`config.mk`:
```
export PLATFORM = sky130hd
export DESIGN_NAME = gpa_fhdo_sched
export DESIGN_NICKNAME = d
export VERILOG_FILES = /design/src/rtl/gpa_fhdo_sched.sv
export SDC_FILE = /design/constraint.sdc
export NUM_CORES = 1
export LEC_CHECK = 0
export CAP_MARGIN = 20
export CORE_MARGIN = 10
export CORE_UTILIZATION = 43
export CTS_BUF_LIST = sky130_fd_sc_hd__clkbuf_2 sky130_fd_sc_hd__clkbuf_4 sky130_fd_sc_hd__clkbuf_8
export DETAILED_ROUTE_END_ITERATION = 8
export DONT_BUFFER_PORTS = 1
export PLACE_DENSITY = 0.62
export SLEW_MARGIN = 10
export SYNTH_ARGS = -nofsm -noshare
export SYNTH_HDL_FRONTEND = slang
export SYNTH_SLANG_ARGS = --single-unit
```
`constraint.sdc`:
```
create_clock -name clk -period 2.1 [get_ports clk]
set_input_delay 0.63 -clock clk [delete_from_list [all_inputs] [get_ports clk]]
set_output_delay 0.63 -clock clk [all_outputs]
set_load 0.005 [all_outputs]
```
`src/rtl/gpa_fhdo_sched.sv`:
```
// gpa_fhdo_sched: launches waveform or host word sets to the SPI serialiser.
// A one-entry pending buffer holds the newest waveform set; the FSM waits for
// the serialiser to go busy, then idle, then a hold-off gap before the next launch.
module gpa_fhdo_sched #(
  parameter int BUSY_TIMEOUT = 8,
  parameter int HOLDOFF      = 4
) (
  input  logic        clk,
  input  logic        rst_n,
  input  logic        wave_valid_i,
  input  logic [23:0] wave_x_i,
  input  logic [23:0] wave_y_i,
  input  logic [23:0] wave_z_i,
  input  logic [23:0] wave_z2_i,
  input  logic        host_valid_i,
  input  logic [23:0] host_x_i,
  input  logic [23:0] host_y_i,
  input  logic [23:0] host_z_i,
  input  logic [23:0] host_z2_i,
  output logic        host_ready_o,
  output logic        iface_valid_o,
  output logic [23:0] iface_x_o,
  output logic [23:0] iface_y_o,
  output logic [23:0] iface_z_o,
  output logic [23:0] iface_z2_o,
  input  logic        iface_busy_i,
  input  logic        stat_clr_i,
  output logic [15:0] overrun_cnt_o,
  output logic        timeout_err_o,
  output logic        busy_o
);

  typedef enum logic [1:0] {IDLE, WAIT_BUSY, WAIT_DONE, GAP} state_t;

  // Last count value of each timed state; a zero hold-off still spends one cycle in GAP.
  localparam logic [15:0] TO_LAST = 16'(BUSY_TIMEOUT - 1);
  localparam logic [15:0] HO_LAST = 16'((HOLDOFF > 0) ? HOLDOFF - 1 : 0);

  state_t           state_q, state_d;
  logic [15:0]      cnt_q, cnt_d;
  logic             pend_q, pend_d;
  logic [3:0][23:0] buf_q, buf_d;
  logic [3:0][23:0] out_q, out_d;
  logic             valid_q, valid_d;
  logic [15:0]      ovr_q, ovr_d;
  logic             terr_q, terr_d;

  logic [3:0][23:0] wave_w, host_w;
  logic             idle_free, launch_pend, launch_wave, launch_host;

  // Word index 0 = x, 1 = y, 2 = z, 3 = z2.
  assign wave_w = {wave_z2_i, wave_z_i, wave_y_i, wave_x_i};
  assign host_w = {host_z2_i, host_z_i, host_y_i, host_x_i};

  // Launch priority: buffered waveform, then a fresh waveform strobe, then host.
  assign idle_free   = (state_q == IDLE) && !iface_busy_i;
  assign launch_pend = idle_free && pend_q;
  assign launch_wave = idle_free && !pend_q && wave_valid_i;
  assign launch_host = idle_free && !pend_q && !wave_valid_i && host_valid_i;
  // Gated by rst_n so the handshake stays low while the block is held in reset.
  assign host_ready_o = rst_n && idle_free && !pend_q && !wave_valid_i;

  // Next-state logic: launch selection, pending buffer, sequencing and status.
  always_comb begin
    state_d = state_q;
    cnt_d   = cnt_q;
    pend_d  = pend_q;
    buf_d   = buf_q;
    out_d   = out_q;
    ovr_d   = ovr_q;
    terr_d  = terr_q;
    valid_d = launch_pend || launch_wave || launch_host;

    if (launch_pend) begin
      out_d  = buf_q;
      pend_d = 1'b0;
    end else if (launch_wave) begin
      out_d = wave_w;
    end else if (launch_host) begin
      out_d = host_w;
    end

    // A strobe not launched directly lands in the buffer; it only counts as an
    // overrun if it displaces a set that is not leaving this cycle.
    if (wave_valid_i && !launch_wave) begin
      buf_d  = wave_w;
      pend_d = 1'b1;
      if (pend_q && !launch_pend && (ovr_q != 16'hFFFF)) begin
        ovr_d = ovr_q + 16'd1;
      end
    end

    case (state_q)
      IDLE: begin
        if (valid_d) begin
          state_d = WAIT_BUSY;
          cnt_d   = '0;
        end
      end
      WAIT_BUSY: begin
        if (iface_busy_i) begin
          state_d = WAIT_DONE;
        end else if (cnt_q >= TO_LAST) begin
          terr_d  = 1'b1;
          state_d = GAP;
          cnt_d   = '0;
        end else begin
          cnt_d = cnt_q + 16'd1;
        end
      end
      WAIT_DONE: begin
        if (!iface_busy_i) begin
          state_d = GAP;
          cnt_d   = '0;
        end
      end
      GAP: begin
        if (cnt_q >= HO_LAST) begin
          state_d = IDLE;
        end else begin
          cnt_d = cnt_q + 16'd1;
        end
      end
      default: state_d = IDLE;
    endcase

    if (stat_clr_i) begin
      ovr_d  = '0;
      terr_d = 1'b0;
    end
  end

  // State and output registers; reset drops any pending set and in-flight transfer.
  always_ff @(posedge clk or negedge rst_n) begin
    if (!rst_n) begin
      state_q <= IDLE;
      cnt_q   <= '0;
      pend_q  <= 1'b0;
      buf_q   <= '0;
      out_q   <= '0;
      valid_q <= 1'b0;
      ovr_q   <= '0;
      terr_q  <= 1'b0;
    end else begin
      state_q <= state_d;
      cnt_q   <= cnt_d;
      pend_q  <= pend_d;
      buf_q   <= buf_d;
      out_q   <= out_d;
      valid_q <= valid_d;
      ovr_q   <= ovr_d;
      terr_q  <= terr_d;
    end
  end

  assign iface_valid_o = valid_q;
  assign iface_x_o     = out_q[0];
  assign iface_y_o     = out_q[1];
  assign iface_z_o     = out_q[2];
  assign iface_z2_o    = out_q[3];
  assign overrun_cnt_o = ovr_q;
  assign timeout_err_o = terr_q;
  assign busy_o        = (state_q != IDLE) || pend_q;

endmodule

```
Word level (Yosys, flattened, before mapping)
Index checks and enable logic that the tools add are counted.
- logic and storage cells: 85
- input bits: 198
- register bits after elaboration: 229
- $add $sub $neg: 2
- $lt $le $gt $ge: 2
- equality and inequality tests: 11
- reduce and logical (&&, ||, !) cells: 32
- muxes and demuxes: 24
- operators by type and width (cell ; number):
    96-bit two-way mux ; 3
    16-bit two-way mux ; 8
    16-bit one-hot mux with 4 select lines ; 1
    16-bit by 1-bit adder with 16-bit output (second input constant) ; 2
    16-bit by 2-bit >= comparator with 1-bit output (second input constant) ; 1
    16-bit by 3-bit >= comparator with 1-bit output (second input constant) ; 1
    16-bit inequality test (second input constant) ; 1
    1-bit logical AND ; 12
    2-bit nonzero test ; 6
    2-bit two-way mux ; 5
    2-bit inequality test (second input constant) ; 5
    2-bit one-hot mux with 4 select lines ; 1
    4-bit AND reduction ; 2
    1-bit two-way mux ; 6
    1-bit zero test ; 5
    2-bit equality test (second input constant) ; 2
    1-bit logical OR ; 3
    3-bit inequality test (second input constant) ; 1
    3-bit AND reduction ; 1
    3-bit nonzero test ; 1
    2-bit by 1-bit equality test with 1-bit output (second input constant) ; 1
    2-bit zero test ; 1
    2-bit by 1-bit inequality test with 1-bit output (second input constant) ; 1
    2-bit AND reduction ; 1

Logic depth before layout (Yosys ltp)
Gate-level depths: netlist of run 1.
- word-level depth: 9
- gate-level depth with buffers: 9

Worst setup path before layout of run 1
Ideal clock, no wire load.
- kind: in2reg
- start point: input port iface_busy_i
- end point: register buf_q[0] in the netlist's numbering
- stages: 6
- arrival: 1.979 ns
- library setup time: 0.125 ns
- path buffers: 3
- required time: 1.975 ns
- slack: -0.004 ns
- cell sequence: clkbuf_2 nand2b_1 o21ai_1 buf_2 buf_2 mux2_2
- word-level cells in the longest chain between the ends: 6
- ends and longest elaborated chain (what ; RTL line ; RTL):
    start, declared ; 26 ; input logic iface_busy_i,
    1-bit zero test ; n/a ;
    1-bit logical AND ; 56 ; assign idle_free = (state_q == IDLE) && !iface_busy_i;
    1-bit logical AND (2 in a row) ; 58 ; assign launch_wave = idle_free && !pend_q && wave_valid_i;
    1-bit zero test ; 85 ; if (wave_valid_i && !launch_wave) begin
    1-bit logical AND ; 85 ;
    end signal, assigned ; 148 ; buf_q <= buf_d;
    end, declared ; 42 ; logic [3:0][23:0] buf_q, buf_d;
Every way passes these cells.
A chain may end at the register's enable or synchronous reset.

Final worst setup path of run 1
- start point: register state_q[0]
- end point: output port host_ready_o
- word-level cells in the longest chain between the ends: 5
- ends and longest elaborated chain (what ; RTL line ; RTL):
    start, declared ; 39 ; state_t state_q, state_d;
    start signal, assigned ; 145 ; state_q <= state_d;
    2-bit zero test ; 56 ;
    1-bit logical AND ; 56 ;
    1-bit logical AND (3 in a row) ; 61 ; assign host_ready_o = rst_n && idle_free && !pend_q && !wave_valid_i;
    end, declared ; 20 ; output logic host_ready_o,
Every way passes these cells.

==> results of run 1 <==
-- through the flow --
step	total power, uW	util (%)	instances
floorplan	9250	-	935
global placement	10400	46.3	1234
detailed placement	10600	46.3	1234
CTS	15400	50.5	1313
global route	16200	51.2	1318
finish	15300	51.2	1318
-- cell usage in the layout, fill, tap and decap left out, drive strengths merged, types with 6 or more instances in the layout --
master	n
a21oi	7
buf	58
clkbuf	71
dfrtp	229
ha	8
mux2	97
nand2	106
nand3	10
nand4	6
nor2	24
nor2b	10
nor3	6
nor4	7
o211ai	96
o21a	97
o21ai	6
o22ai	97
xnor2	9
-- layer usage --
metal	up-vias	global-route usage [%]
met5	-	0
met4	0	4.94
met3	42	7.69
met2	281	28.9
met1	3829	21.1
li1	3540	-
-- final cells by class --
| class | instances | area share, % |
|---|---|---|
| clock inverter | 7 | 0.506 |
| timing repair buffer | 62 | 5.80 |
| sequential | 229 | 46.4 |
| tap | 324 | 3.28 |
| clock buffer | 68 | 7.06 |
| multi-input combinational | 625 | 36.9 |
| inverter | 3 | 0.0910 |
-- flip-flops by register name, summed over array words and instances (netlist names) --
register,cells
state_q,2
iface_valid_o,1
iface_x_o,24
cnt_q,16
pend_q,1
iface_z2_o,24
overrun_cnt_o,16
timeout_err_o,1
iface_y_o,24
iface_z_o,24
buf_q,96
-- critical path, cell delays in order, from the launching register on --
cell,delay (ps)
dfrtp_1,390
inv_2,80
ha_4,130
nor2b_4,130
and3_4,190
-- how the worst min path moves through the flow --
| stage | from | end | slack [ps] | depth (start not counted) |
|---|---|---|---|---|
| after global placement | rst_n | iface_y_o[18] | 340 | 0 |
| final | rst_n | iface_y_o[18] | -200 | 0 |
| after floorplan | rst_n | buf_q[0] | 330 | 0 |
| after detailed placement | rst_n | buf_q[42] | 340 | 0 |
| after global routing | rst_n | iface_y_o[18] | -240 | 0 |
| after CTS | rst_n | iface_y_o[12] | -240 | 0 |
-- power by group through the flow --
| stage | combinational, uW | clock (uW) | sequential, uW |
|---|---|---|---|
| floorplan | 2830 | 0 | 6410 |
| global placement | 3600 | 0 | 6840 |
| detailed placement | 3690 | 0 | 6860 |
| CTS | 3870 | 4700 | 6790 |
| global route | 4400 | 4910 | 6900 |
| finish | 3950 | 4570 | 6740 |
-- repair_timing --
item	4_1_cts	5_1_grt
pin swaps	2	6
gates cloned	1	3
resized for setup	9	10
endpoints found under the setup margin	2	111
endpoints found under the hold margin	229	229
setup buffers	3	2
-- logic make-up after synthesis --
kind of cell / count (synthesis) / synth area share, %
mux: 98 / 10.5
fa+ha+maj: 8 / 0.951
xor+xnor: 13 / 1.08
buf+inv: 81 / 3.19
simple gates: 193 / 8.80
compound gates: 313 / 21.0
flops: 229 / 54.5
==> run_results.csv, run 1 <==
group,metric,value,unit
outcome,status,"finished with violations",
outcome,violations,"negative hold slack",
synthesis,synth-edff-count,0,
grt,grt_pass1_wl,45.0,mm
timing,holdWs,-199,ps
timing,rsz0062_at_grt,"true",
routing,avgViaCountPerCell,5.84,
timing,slew_headroom,63.4,%
cells_and_area,fill_cells,2128,
worst_setup_path,r2r_start,"state_q[0]",
clocking,clock_latency,520,ps
pwr,internal_power,10500,uW
clocking,cts_buffer_depth,3,
routing,num_vias,7692,
floorplanning,rows,57,
grt,grt.overflow.total,0,
cells_and_area,drive_gt1_share,26.2,%
worst_setup_path,reg2reg_to,"buf_q[53]",
floorplanning,start_util,43.5,%
routing,dr.pass1.iters,5,
worst_setup_path,critPathCapture,"host_ready_o",
synthesis,synth_nets,1141,
cells_and_area,seq_area,5730,sq um
clocking,cts_tree,"built",
clocking,cts.sinks,229,
pwr,max-vdd-ir-drop,0.000783,V
clocking,cts_htree_levels,2,
cells_and_area,multiInputGateArea,4570,sq um
placed_design,gp_congestion,0.804,
min_path,hp-class,"input port to asynchronous set/reset pin",
worst_setup_path,critPathArrivalTime,1460,ps
synthesis,yosys-top-cells-count,"dfrtp_1, nand2_1, o21a_1, o22ai_1",
synthesis,ys_async_sr_fraction,100,%
pwr,netSwitchingFraction,31.4,%
routing,wl_per_cell,22.5,microns
floorplanning,dieHeight,176,microns
routing,m1WireLength,12.0,mm
floorplanning,die-area,31100,sq um
routing,top_layer_used,"met4",
floorplanning,die_x,176,microns
synthesis,post-synth-top-area-cell,"dfrtp_1",
synthesis,synth_cell_types,51,
placed_design,place_worst_setup_slack,55.6,ps
routing,wl_met2,14.0,mm
grt,antenna_found_initial,0,
grt,grt_usage,17.8,%
worst_setup_path,cp-end-kind,"primary output",
worst_setup_path,worstPathMaxFanout,2,
placed_design,postPlaceCellArea,11200,sq um
clocking,path_clk_slew,60,ps
worst_setup_path,reg2reg_setup_slack,60,ps
floorplanning,core,24200,sq um
run,drv_cap,0,
synthesis,synth_area,10500,sq um
cells_and_area,nets,1168,
worst_setup_path,startpoint_type,"register",
pwr,power.density,1230,nW/um^2
timing,fin_ws,11.2,ps
timing,finalCriticalPeriod,2090,ps
synthesis,synth.most_common_cell,"dfrtp_1",
pwr,power.switching,4800,uW
routing,routed_wirelength,29.6,mm
timing,hold_violations,229,
timing,setup_violations,0,
timing,fin_skew,14.7,ps
synthesis,ys.flop_type,"dfrtp_1",
worst_setup_path,crit_path_start,"state_q[0]",
synthesis,netlist_instances,935,
timing,worst_pin_slew,550,ps
pwr,power_frac_clock,29.9,%
synthesis,syn_area_per_cell,11.3,sq um
cells_and_area,fin_area,12400,sq um
synthesis,yosys_warnings,0,
pwr,power_frac_comb,25.9,%
worst_setup_path,cp_data_required_time,1470,ps
grt,grt_max_degree,231,
routing,detail-route-antenna-nets,0,
placed_design,io_buffers,0,
pwr,power_frac_seq,44.2,%
cells_and_area,diodes,0,
clocking,cts_buffers,41,
synthesis,ys_top_cells_by_area,"dfrtp_1, mux2_2, o21a_1",
placed_design,dp_hpwl,19.8,mm
synthesis,synth-seq-area-share,54.5,%
routing,post-route-drc-count,0,
worst_setup_path,crit_type,"register to primary output",
floorplanning,boundaryPins,314,
synthesis,synth_top_area_share,54.5,%
synthesis,yosys_register_bits,229,
timing,setup_tns,0,ps
worst_setup_path,reg2regPathDepth,10,
grt,first_global_vias,7873,
clocking,cts-root-buf,"clkbuf_8",
cells_and_area,area_delta_synth_final,17.6,%
routing,wl_met3,3.13,mm
timing,period_share,99.5,%
timing,slew_viol_final,0,
routing,initialDrtViolationCount,509,
pwr,p_leak,0.00510,uW
timing,fmax,479,MHz
(Power assumes the default switching activity.)
==> run 2, diff against run 1 <==
--- a/config.mk
+++ b/config.mk
@@ -11,7 +11,8 @@
 export CTS_BUF_LIST = sky130_fd_sc_hd__clkbuf_2 sky130_fd_sc_hd__clkbuf_4 sky130_fd_sc_hd__clkbuf_8
 export DETAILED_ROUTE_END_ITERATION = 8
 export DONT_BUFFER_PORTS = 1
-export PLACE_DENSITY = 0.62
+export MAX_ROUTING_LAYER = met4
+export PLACE_DENSITY = 0.6
 export SLEW_MARGIN = 10
 export SYNTH_ARGS = -nofsm -noshare
 export SYNTH_HDL_FRONTEND = slang
==> constraint.sdc (replaced) <==
create_clock -name clk -period 2.08 [get_ports clk]
set_input_delay 0.52 -clock clk [delete_from_list [all_inputs] [get_ports clk]]
set_output_delay 0.52 -clock clk [all_outputs]
set_load 0.005 [all_outputs]
==> run_results.csv, run 2 (synthesized netlist as in run 1, its figures left out) <==
group,metric,value,unit
worst_setup_path,worstPathMaxFanout,3,
cells_and_area,final_cell_mix,"dfrtp_1, nand2_1, o22ai_1, o21a_1",
clocking,cts_tree,"built",
clocking,cts_buffer_depth,3,
outcome,status,"finished with violations",
worst_setup_path,cp-end-kind,"primary output",
worst_setup_path,critPathArrivalTime,1490,ps
clocking,cts-root-buf,"clkbuf_8",
placed_design,gp_congestion,0.822,
cells_and_area,mostFrequentLayoutCell,"dfrtp_1",
cells_and_area,nets,1146,
run,drv_cap,0,
timing,fin_skew,23.3,ps
pwr,power.switching,4740,uW
cells_and_area,diodes,0,
routing,wl_met2,13.5,mm
floorplanning,dieHeight,176,microns
grt,antenna_found_initial,0,
timing,fmax,498,MHz
routing,avgViaCountPerCell,5.86,
pwr,power_frac_comb,25.6,%
min_path,hp-class,"input port to asynchronous set/reset pin",
worst_setup_path,startpoint_type,"register",
clocking,cts.sinks,229,
timing,period_share,96.6,%
grt,grt.overflow.total,0,
timing,slew_viol_final,0,
cells_and_area,largest_reg_flops,96,
pwr,power_frac_seq,45.5,%
outcome,violations,"negative hold slack",
cells_and_area,fill_cells,2192,
floorplanning,start_util,43.5,%
placed_design,dp_hpwl,18.9,mm
routing,m1WireLength,11.6,mm
floorplanning,rows,57,
timing,finalCriticalPeriod,2010,ps
cells_and_area,area_delta_synth_final,14.1,%
cells_and_area,drive_gt1_share,23.7,%
grt,grt_pass1_wl,44.8,mm
pwr,power_frac_clock,29.0,%
floorplanning,core,24200,sq um
timing,slew_headroom,61.3,%
routing,routed_wirelength,28.8,mm
timing,holdWs,-303,ps
cells_and_area,largest-register,"buf_q",
clocking,path_clk_slew,60,ps
routing,detail-route-antenna-nets,0,
worst_setup_path,crit_type,"register to primary output",
cells_and_area,fin_area,12000,sq um
routing,dr.pass1.iters,4,
routing,wl_per_cell,22.3,microns
timing,worst_pin_slew,581,ps
timing,setup_violations,0,
pwr,power.density,1240,nW/um^2
grt,grt_usage,18.2,%
timing,hold_violations,229,
routing,top_layer_used,"met4",
routing,post-route-drc-count,0,
timing,rsz0062_at_grt,"true",
floorplanning,die_x,176,microns
pwr,internal_power,10200,uW
cells_and_area,finalNonFillerCells,1291,
clocking,clock_latency,530,ps
routing,wl_met3,3.13,mm
worst_setup_path,cp_data_required_time,1560,ps
floorplanning,boundaryPins,314,
pwr,netSwitchingFraction,31.8,%
grt,first_global_vias,7869,
floorplanning,die-area,31100,sq um
placed_design,dp_cells,1216,
clocking,cts_buffers,41,
pwr,p_leak,0.00491,uW
clocking,cts_htree_levels,2,
placed_design,postPlaceCellArea,11000,sq um
routing,num_vias,7564,
placed_design,io_buffers,0,
grt,grt_max_degree,231,
routing,initialDrtViolationCount,452,
pwr,max-vdd-ir-drop,0.000715,V
run 2: cell count changes in the layout (fill, tap and decap cells not counted), sizes merged:
cell / delta
clkbuf: -4
buf: -19
clkinv: -3
bufinv: -1
run 2: metrics by stage:
step | power, uW | utilization [%] | TNS, ps | worst slack [ps]
floorplan | 9330 | - | 0 | 73.1
global placement | 10500 | 45.6 | 0 | 115
detailed placement | 10600 | 45.6 | 0 | 58.9
CTS | 15100 | 49.5 | 0 | 11.1
global route | 15900 | 49.7 | -7.35 | -7.35
finish | 14900 | 49.7 | 0 | 70.1
run 2: worst max-delay path: stages, from the launching register on:
cell	delay (ps)
dfrtp_1	380
inv_2	90
ha_4	130
nor2b_4	150
and3_4	210
run 2: final cells by class:
type                    instances  area [sq um]  share of cell area, %
flip-flops and latches        229          5730                   47.8
multi-input cells             625          4530                   37.7
clock buffers                  67           835                   6.95
repair buffers                 40           470                   3.92
well taps                     324           405                   3.38
clock inverters                 3          17.5                  0.146
inverters                       3          11.3                 0.0938
run 2: metal layers:
layer | global-route usage (%) | vias up
met2 | 28.1 | 295
met1 | 22.0 | 3743
li1 | - | 3484
met5 | - | -
met3 | 7.18 | 42
met4 | 4.90 | 0
run 2: what timing repair did:
action	in CTS	in global routing
pin swaps	1	0
cloned	1	0
resized for setup	8	4
buffers inserted	4	1
hold endpoints to repair	229	229
setup endpoints to repair	2	16
run 2: final timing paths:
| kind | endpoint | startpoint | slack (ps) | cells past startpoint |
|---|---|---|---|---|
| max in group asynchronous | iface_y_o[7] | rst_n | 1880 | 0 |
| min in group clk | overrun_cnt_o[0] | stat_clr_i | 40 | 1 |
| max | host_ready_o | state_q[1] | 70 | 4 |
| min | buf_q[42] | rst_n | -300 | 0 |
| min reg2reg | cnt_q[14] | cnt_q[14] | 490 | 1 |
| max reg2reg | buf_q[64] | state_q[1] | 100 | 7 |
run 2: power groups by stage:
stage,sequential [uW],clock [uW],combinational (uW)
finish,6780,4320,3820
global route,6970,4660,4270
CTS,6840,4490,3820
detailed placement,6910,0,3650
global placement,6900,0,3550
floorplan,6480,0,2860
==> run 3, diff against run 2 <==
--- a/config.mk
+++ b/config.mk
@@ -6,7 +6,6 @@
 export NUM_CORES = 1
 export LEC_CHECK = 0
 export CAP_MARGIN = 20
-export CORE_MARGIN = 10
 export CORE_UTILIZATION = 43
 export CTS_BUF_LIST = sky130_fd_sc_hd__clkbuf_2 sky130_fd_sc_hd__clkbuf_4 sky130_fd_sc_hd__clkbuf_8
 export DETAILED_ROUTE_END_ITERATION = 8
==> run_results.csv, run 3 (synthesized netlist as in run 1, its figures left out) <==
group,metric,value,unit
clocking,cts.sinks,229,
clocking,cts-root-buf,"clkbuf_8",
worst_setup_path,worstPathMaxFanout,2,
grt,grt.overflow.total,0,
cells_and_area,nets,1153,
grt,grt_usage,20.8,%
cells_and_area,finalNonFillerCells,1292,
cells_and_area,area_delta_synth_final,15.4,%
timing,holdWs,-316,ps
timing,setup_violations,0,
grt,first_global_vias,7488,
worst_setup_path,cp-end-kind,"register",
cells_and_area,largest-register,"buf_q",
worst_setup_path,worst-path-stages,6,
placed_design,dp_hpwl,16.6,mm
pwr,max-vdd-ir-drop,0.000591,V
cells_and_area,largest_reg_flops,96,
cells_and_area,multiInputGateArea,4590,sq um
clocking,cts_buffers,41,
worst_setup_path,crit_chain,"ha_2 -> or4_4 -> nor4_4 -> a2bb2oi_2 -> nand2_2 -> mux2_4",
clocking,cts_htree_levels,2,
floorplanning,boundaryPins,314,
routing,routed_wirelength,26.3,mm
timing,fin_skew,31.7,ps
outcome,violations,"negative hold slack",
timing,slew_headroom,65.7,%
routing,dr.pass1.iters,4,
worst_setup_path,critPathBufInv,0,
worst_setup_path,critPathArrivalTime,2430,ps
routing,avgViaCountPerCell,5.75,
routing,num_vias,7431,
cells_and_area,diodes,0,
placed_design,io_buffers,0,
worst_setup_path,reg2regPathDepth,6,
worst_setup_path,startpoint_type,"register",
timing,fmax,500,MHz
cells_and_area,seq_area,5730,sq um
run,drv_cap,0,
clocking,hold_buffers,2,
outcome,status,"finished with violations",
clocking,clock_latency,540,ps
cells_and_area,final_cell_mix,"dfrtp_1, nand2_1, o22ai_1, o21a_1",
worst_setup_path,cp_data_required_time,2510,ps
floorplanning,die_x,158,microns
cells_and_area,drive_gt1_share,24.8,%
worst_setup_path,crit_slowest_cell,"or4_4",
worst_setup_path,critPathTopFamily,"simple AND/OR/NAND/NOR gates",
floorplanning,core,23800,sq um
placed_design,postPlaceCellArea,11100,sq um
timing,worst_pin_slew,514,ps
pwr,p_leak,0.00495,uW
floorplanning,die-area,25100,sq um
floorplanning,rows,56,
pwr,power.density,1240,nW/um^2
routing,initialDrtViolationCount,419,
placed_design,gp_congestion,0.799,
clocking,cts_tree,"built",
timing,finalCriticalPeriod,2000,ps
floorplanning,start_util,44.3,%
min_path,hp-class,"input port to asynchronous set/reset pin",
timing,hold_violations,229,
clocking,path_clk_slew,60,ps
timing,slew_viol_final,0,
worst_setup_path,slowest_delay,540,ps
timing,rsz0062_at_grt,"true",
timing,period_share,96.2,%
routing,wl_per_cell,20.4,microns
clocking,cts_buffer_depth,3,
grt,grt_max_degree,231,
grt,antenna_found_initial,0,
cells_and_area,mostFrequentLayoutCell,"dfrtp_1",
cells_and_area,fill_cells,2053,
worst_setup_path,crit_type,"register to register",
routing,post-route-drc-count,0,
routing,detail-route-antenna-nets,0,
floorplanning,dieHeight,158,microns
placed_design,dp_cells,1211,
cells_and_area,fin_area,12100,sq um
grt,grt_pass1_wl,39.9,mm
run 3: changes by cell type in the layout (fill, tap and decap cells not counted), sizes merged:
cell and change:
clkinv +1, bufinv +1, inv +2, clkbuf -4
dlygate4sd3 +2, buf +4
run 3: final timing paths:
check	start	end	slack (ps)
setup / recovery	cnt_q[1]	state_q[1]	80
hold / removal	rst_n	overrun_cnt_o[11]	-320
setup reg to reg	cnt_q[1]	state_q[1]	80
hold reg to reg	cnt_q[14]	cnt_q[14]	490
max in group asynchronous	rst_n	iface_y_o[3]	1950
min in group clk	stat_clr_i	overrun_cnt_o[8]	40
run 3: layout make-up:
cell class / instances / share of cell area, %
flip-flops and latches: 229 / 47.2
well taps: 319 / 3.29
clock inverters: 7 / 0.577
inverters: 3 / 0.0928
clock buffers: 62 / 6.26
repair buffers: 47 / 4.77
multi-input cells: 625 / 37.8
run 3: power breakdown:
group / switching, uW / internal (uW) / total (uW)
logic: 1930 / 2130 / 4060
clock network: 1860 / 2450 / 4310
registers: 1000 / 5730 / 6730
run 3: timing repair:
action                                 4_1_cts  5_1_grt
setup endpoints to repair                    1       25
pin swaps                                    1        6
cloned                                       1        1
resized for setup                           10       13
endpoints found under the hold margin      233      229
setup buffers                                5        4
run 3: metrics by stage:
stage | total power (uW) | setup WS, ps | utilization, % | setup TNS, ps
after floorplan | 9330 | 73.1 | - | 0
after global placement | 10400 | 78.6 | 46.5 | 0
after detailed placement | 10500 | 42.2 | 46.5 | 0
after CTS | 15100 | 7.59 | 50.5 | 0
after global routing | 16100 | -20.3 | 51.1 | -30.0
final | 15100 | 78.1 | 51.1 | 0
run 3: worst register-to-register path, delay by kind of cell (launching register included):
family / cells / cell delay [ps]
simple gates: 3 / 940
flops: 1 / 380
mux: 1 / 300
fa+ha+maj: 1 / 190
compound gates: 1 / 100
run 3: metal layers:
layer | vias to the layer above | part of all wire [%] | global-route usage, % | wire [microns]
met2 | 274 | 46 | 32.6 | 12100
met3 | 52 | 9.9 | 7.70 | 2600
li1 | 3506 | - | - | -
met4 | 0 | 2.4 | 7.33 | 619
met1 | 3599 | 42 | 24.6 | 11000
met5 | - | 0 | - | 0
